File: config.mk
export PLATFORM = sky130hd
export DESIGN_NAME = demux_sipo_rx_flat
export DESIGN_NICKNAME = d
export VERILOG_FILES = /design/src/rtl/demux_sipo_pkg.sv /design/src/rtl/demux_sipo_rx_if.sv /design/src/rtl/demux_1_n.sv /design/src/rtl/demux_sipo_rx.sv /design/src/flat_wrapper.sv
export SDC_FILE = /design/constraint.sdc
export NUM_CORES = 1
export LEC_CHECK = 0
export ABC_CLOCK_PERIOD_IN_PS = 1900
export BUFFER_PORTS_ARGS = -buffer_cell sky130_fd_sc_hd__buf_2
export CAP_MARGIN = 20
export CORE_MARGIN = 2
export CORE_UTILIZATION = 30
export DETAILED_ROUTE_END_ITERATION = 6
export GPL_ROUTABILITY_DRIVEN = 1
export GPL_TIMING_DRIVEN = 0
export HOLD_SLACK_MARGIN = 0.06
export PLACE_DENSITY = 0.59
export SLEW_MARGIN = 0
export SYNTH_ARGS = -nofsm -noshare
export SYNTH_HDL_FRONTEND = slang
export SYNTH_SLANG_ARGS = --single-unit
File: constraint.sdc
create_clock -name clk -period 1.9 [get_ports clk]
set_clock_uncertainty 0.1 [all_clocks]
set_input_delay 0.19 -clock clk [delete_from_list [all_inputs] [get_ports clk]]
set_output_delay 0.19 -clock clk [all_outputs]
set_load 0.1 [all_outputs]
File: src/rtl/demux_sipo_pkg.sv
// demux_sipo_pkg: shared state type and width helper for the serial receiver
package demux_sipo_pkg;
  typedef enum logic {RX_IDLE, RX_SHIFT} rx_state_t;
  function automatic int cnt_w(input int width);
    return $clog2(width + 1);
  endfunction
endpackage

File: src/rtl/demux_sipo_rx_if.sv
// demux_sipo_rx_if: serial input and word-level ready/valid bundle
interface demux_sipo_rx_if #(parameter int WIDTH = 8);
  localparam int CNT_W = demux_sipo_pkg::cnt_w(WIDTH);
  logic sin;
  logic sin_valid;
  logic sin_start;
  logic [WIDTH-1:0] dout;
  logic dout_valid;
  logic dout_ready;
  logic busy;
  logic [CNT_W-1:0] bit_cnt;
  logic overrun;
  logic frame_err;
  modport master (
    output sin, sin_valid, sin_start, dout_ready,
    input dout, dout_valid, busy, bit_cnt, overrun, frame_err
  );
  modport slave (
    input sin, sin_valid, sin_start, dout_ready,
    output dout, dout_valid, busy, bit_cnt, overrun, frame_err
  );
endinterface

File: src/rtl/demux_1_n.sv
// demux_1_n: 1-to-N decoder producing one-hot slot write enables
module demux_1_n #(
  parameter int N = 8
) (
  input  logic [$clog2(N)-1:0] sel,
  input  logic                 en,
  output logic [N-1:0]         onehot
);
  assign onehot = en ? (N'(1) << sel) : '0;
endmodule

File: src/rtl/demux_sipo_rx.sv
// demux_sipo_rx: serial-to-parallel receiver with a one-word ready/valid holding register
module demux_sipo_rx
  import demux_sipo_pkg::*;
#(
  parameter int WIDTH     = 8,
  parameter bit MSB_FIRST = 1'b0
) (
  input logic            clk,
  input logic            rst,
  demux_sipo_rx_if.slave rx
);
  localparam int CNT_W = cnt_w(WIDTH);
  localparam int SW    = $clog2(WIDTH);
  rx_state_t r_state, w_state;
  logic [CNT_W-1:0] r_cnt, w_cnt;
  logic [WIDTH-1:0] r_sh, w_sh, r_dout, w_dout, w_oh;
  logic r_dv, w_dv, r_ovr, w_ovr, r_ferr, w_ferr;
  logic w_start, w_bit, w_done, w_load;
  logic [SW-1:0] w_pos, w_sel;
  assign w_start = rx.sin_valid & rx.sin_start;
  assign w_bit   = rx.sin_valid & ~rx.sin_start & (r_state == RX_SHIFT);
  assign w_pos   = w_start ? '0 : r_cnt[SW-1:0];
  assign w_sel   = MSB_FIRST ? SW'(WIDTH - 1) - w_pos : w_pos;
  demux_1_n #(.N(WIDTH)) u_demux (.sel(w_sel), .en(w_start | w_bit), .onehot(w_oh));
  // completing bit is merged into w_sh so the load sees the whole word
  always_comb begin
    w_sh    = (w_oh & {WIDTH{rx.sin}}) | (r_sh & ~w_oh);
    w_done  = w_bit && (r_cnt == CNT_W'(WIDTH - 1));
    w_load  = w_done && (!r_dv || rx.dout_ready);
    w_state = w_start ? RX_SHIFT : w_done ? RX_IDLE : r_state;
    w_cnt   = w_start ? CNT_W'(1) : w_done ? '0 : w_bit ? r_cnt + CNT_W'(1) : r_cnt;
    w_dout  = w_load ? w_sh : r_dout;
    w_dv    = w_load ? 1'b1 : (r_dv && rx.dout_ready) ? 1'b0 : r_dv;
    w_ovr   = w_done && !w_load;
    w_ferr  = w_start && (r_state == RX_SHIFT);
  end
  always_ff @(posedge clk) begin
    if (rst) begin
      r_state <= RX_IDLE;
      r_cnt   <= '0;
      r_sh    <= '0;
      r_dout  <= '0;
      r_dv    <= 1'b0;
      r_ovr   <= 1'b0;
      r_ferr  <= 1'b0;
    end else begin
      r_state <= w_state;
      r_cnt   <= w_cnt;
      r_sh    <= w_sh;
      r_dout  <= w_dout;
      r_dv    <= w_dv;
      r_ovr   <= w_ovr;
      r_ferr  <= w_ferr;
    end
  end
  assign rx.dout       = r_dout;
  assign rx.dout_valid = r_dv;
  assign rx.busy       = (r_state == RX_SHIFT);
  assign rx.bit_cnt    = r_cnt;
  assign rx.overrun    = r_ovr;
  assign rx.frame_err  = r_ferr;
endmodule

File: src/flat_wrapper.sv
// flat-port wrapper written by rule: the top's interface ports become plain ports
module demux_sipo_rx_flat import demux_sipo_pkg::*;
#(
  parameter int WIDTH     = 8,
  parameter bit MSB_FIRST = 1'b0
)
  (clk, rst, rx_sin, rx_sin_valid, rx_sin_start, rx_dout_ready, rx_dout, rx_dout_valid, rx_busy, rx_bit_cnt, rx_overrun, rx_frame_err);
  demux_sipo_rx_if #(.WIDTH(WIDTH)) rx_i ();
  input logic clk;
  input logic rst;
  input wire logic [$bits(rx_i.sin)-1:0] rx_sin;
  input wire logic [$bits(rx_i.sin_valid)-1:0] rx_sin_valid;
  input wire logic [$bits(rx_i.sin_start)-1:0] rx_sin_start;
  input wire logic [$bits(rx_i.dout_ready)-1:0] rx_dout_ready;
  output wire logic [$bits(rx_i.dout)-1:0] rx_dout;
  output wire logic [$bits(rx_i.dout_valid)-1:0] rx_dout_valid;
  output wire logic [$bits(rx_i.busy)-1:0] rx_busy;
  output wire logic [$bits(rx_i.bit_cnt)-1:0] rx_bit_cnt;
  output wire logic [$bits(rx_i.overrun)-1:0] rx_overrun;
  output wire logic [$bits(rx_i.frame_err)-1:0] rx_frame_err;
  assign rx_i.sin = rx_sin;
  assign rx_i.sin_valid = rx_sin_valid;
  assign rx_i.sin_start = rx_sin_start;
  assign rx_i.dout_ready = rx_dout_ready;
  assign rx_dout = rx_i.dout;
  assign rx_dout_valid = rx_i.dout_valid;
  assign rx_busy = rx_i.busy;
  assign rx_bit_cnt = rx_i.bit_cnt;
  assign rx_overrun = rx_i.overrun;
  assign rx_frame_err = rx_i.frame_err;
  demux_sipo_rx #(.WIDTH(WIDTH), .MSB_FIRST(MSB_FIRST)) u_core (.clk(clk), .rst(rst), .rx(rx_i));
endmodule
==> flow_summary.yaml <==
run_status:
  status: "finished clean"
routing:
  first_iter_violations: 23
  ant_nets: 0
  avgViaCountPerCell: 5.30
  drt_wl_total_mm: 2.89
  wl_per_cell_um: 14.6
  drc: 0
  firstDrtPassIters: 4
  vias: 1044
global_route:
  grtUsageMet2: 0.236
  grt.busiest_layer: "met2"
  grt_use_total: 0.146
  antenna_found_initial: 0
  grt_pass1_vias: 1022
  grtUsageMet3: 0.0257
  overflow: 0
  grt_pass1_wl_mm: 4.84
  grt_max_degree: 14
  use_met1: 0.190
layout:
  diodes: 0
  fill_cells: 365
  fin_area_um2: 1360
  layout_commonest_cell: "buf_2"
  area_delta_synth_final_pct: 20.0
  nets: 157
  final_cell_mix: "buf_2 (25), dfxtp_1 (20), a21oi_1 (14)"
  drive_gt1_frac: 0.282
  final_util: 0.373
pwr:
  power.density_nw_per_um2: 701
  ir_drop_mv: 0.265
  p_leak_nw: 0.515
synthesis:
  synth_area_um2: 1140
  synth_compound_area_frac: 0.225
  synth_top_family_by_area: "simple AND/OR/NAND/NOR gates"
  synth_top_area_share: 0.423
  yosysTopAreaCell: "dfxtp_1"
  synth_xor_area_frac: 0
  ys.flop_type: "dfxtp_1"
  synth-edff-count: 0
  syn_nets: 132
  synth-seq-area-share: 0.423
  ys_types: 38
  synth_area_per_cell_um2: 9.09
  yosys.area_share.simple: 0.271
  synthCells: 125
  async_flop_share: 0
  synthMuxAreaShare: 0.0176
  ys_seq_elements: 24
  ys_warn_count: 0
  synth-adder-area-share: 0.0110
  yosys-top-cells-area: "dfxtp_1 (42%), a21oi_1 (6.2%), o21ai_0 (3.5%)"
sta:
  period_needed_ps: 1730
  timing.setup.tns_ps: 0
  hold_viol_final: 0
  fin_ws_ps: 170
  maxSlewHeadroom: 0.668
  whs_ps: 132
  slew_viol_final: 0
  finalSetupViolations: 0
  rsz0062_at_grt: "no"
  finalCritPeriodShare: 0.911
  worst_pin_slew_ps: 498
  fmax_ghz: 0.578
min_path:
  hp-class: "input port to flop"
  hp-start: "rx_sin"
  hold_path_end: "u_core.r_sh[0]"
  min_path_cells: 3
critical_path:
  crit-reg2reg-launch: "u_core.rx.bit_cnt[1]"
  worstSetupEndpointType: "flop"
  rr_worst_depth: 4
  critical_path.reg2reg.endpoint: "u_core.rx.dout[4]"
  arrival_ps: 1760
  path_max_fanout: 11
  cp_data_required_time_ps: 1930
  startpoint_type: "flop"
  path_class: "flop to flop"
  r2r_slack_ps: 170
clock_tree:
  cts_max_path_buffers: 2
  postCtsSetupRepairBufs: 0
  cts_tree: "done"
  numCtsBuffers: 3
  cts.clk_slew.worst_paths_ps: 80
  clock-sinks: 24
  clk_latency_ps: 270
  cts_max_level: 1
  root_buffer: "clkbuf_8"
die:
  initial_core_util: 0.310
  die_w_um: 65.5
  dieArea_um2: 4300
  die_y_um: 65.5
  ioPinCount: 22
  core_um2: 3660
  rows: 22
place:
  dp_hpwl_mm: 2.08
  gp_congestion: 0.901
  placed_cell_area_um2: 1310
  pre_cts_slack_ps: 216
  io_buffer_count: 20
flow_run:
  drv_cap: 0
-- metrics by stage --
step	power, W	std cells
after detailed placement	0.000621	193
after global placement	0.000618	193
after CTS	0.000962	197
final	0.000956	197
after global routing	0.000997	197
after floorplan	0.000596	125
-- cells in the mapped netlist (all sizes together), types with 2 or more instances --
master,count
a311oi,4
and4bb,2
nor2b,2
mux2i,2
nand2,8
clkbuf,4
nand4,5
a21oi,14
o31ai,3
buf,6
nor2,2
nand4bb,3
a31oi,5
dfxtp,24
nand2b,6
nand3,3
o21ai,11
inv,4
nor3,3
-- cell type report --
type                       count  area [µm²]  share of cell area
multi-input combinational     87         596               0.437
sequential                    24         490               0.360
timing repair buffer          20         100              0.0734
tap                           48        60.1              0.0440
clock buffer                   4        55.1              0.0404
buffer                        10        47.5              0.0349
inverter                       4        15.0              0.0110
-- critical path, cell delays in order (launching register included) --
cell	delay, ps
dfxtp_4	420
ha_1	260
nand4bb_2	270
nor3_4	380
a311oi_1	150
-- how the worst max path moves through the flow --
stage / from / endpoint / cells after the start
2_1_floorplan: u_core.rx.bit_cnt[3] / u_core.rx.bit_cnt[0] / 4
3_3_place_gp: u_core.rx.bit_cnt[1] / u_core.rx.dout[4] / 4
3_5_place_dp: u_core.rx.bit_cnt[1] / u_core.rx.dout[4] / 5
4_1_cts: u_core.rx.bit_cnt[1] / u_core.rx.dout[4] / 5
5_1_grt: u_core.rx.bit_cnt[1] / u_core.rx.dout[4] / 5
6_report: u_core.rx.bit_cnt[1] / u_core.rx.dout[4] / 4
-- what timing repair did --
| item | 4_1_cts | 5_1_grt |
|---|---|---|
| hold buffers | 0 | 0 |
| endpoints found under the setup margin | 0 | 1 |
| resized for setup | 0 | 2 |
-- per-layer routing --
metal,up-vias,wire (µm)
li1,519,-
met1,489,1400
met2,28,1330
met3,8,96
met4,0,60
met5,-,0
-- power by group --
group / switching [W] / internal (W)
sequential: 0.00000517 / 0.000507
combinational: 0.0000703 / 0.0000269
clock: 0.000162 / 0.000185
total: 0.000237 / 0.000719
-- registers in the layout, summed over array words and instances (netlist names) --
register              cells
u_core.rx.dout_valid      1
u_core.rx.dout            8
u_core.rx.frame_err       1
u_core.rx.bit_cnt         4
u_core.rx.overrun         1
u_core.rx.busy            1
u_core.r_sh               8
-- logic make-up after synthesis --
| logic type | Yosys count |
|---|---|
| buffers and inverters | 14 |
| flip-flops | 24 |
| adder cells (fa/ha/maj) | 1 |
| AO/OA/AOI/OAI | 41 |
| multiplexers | 2 |
| AND/OR/NAND/NOR | 43 |
(Power assumes the default switching activity.)
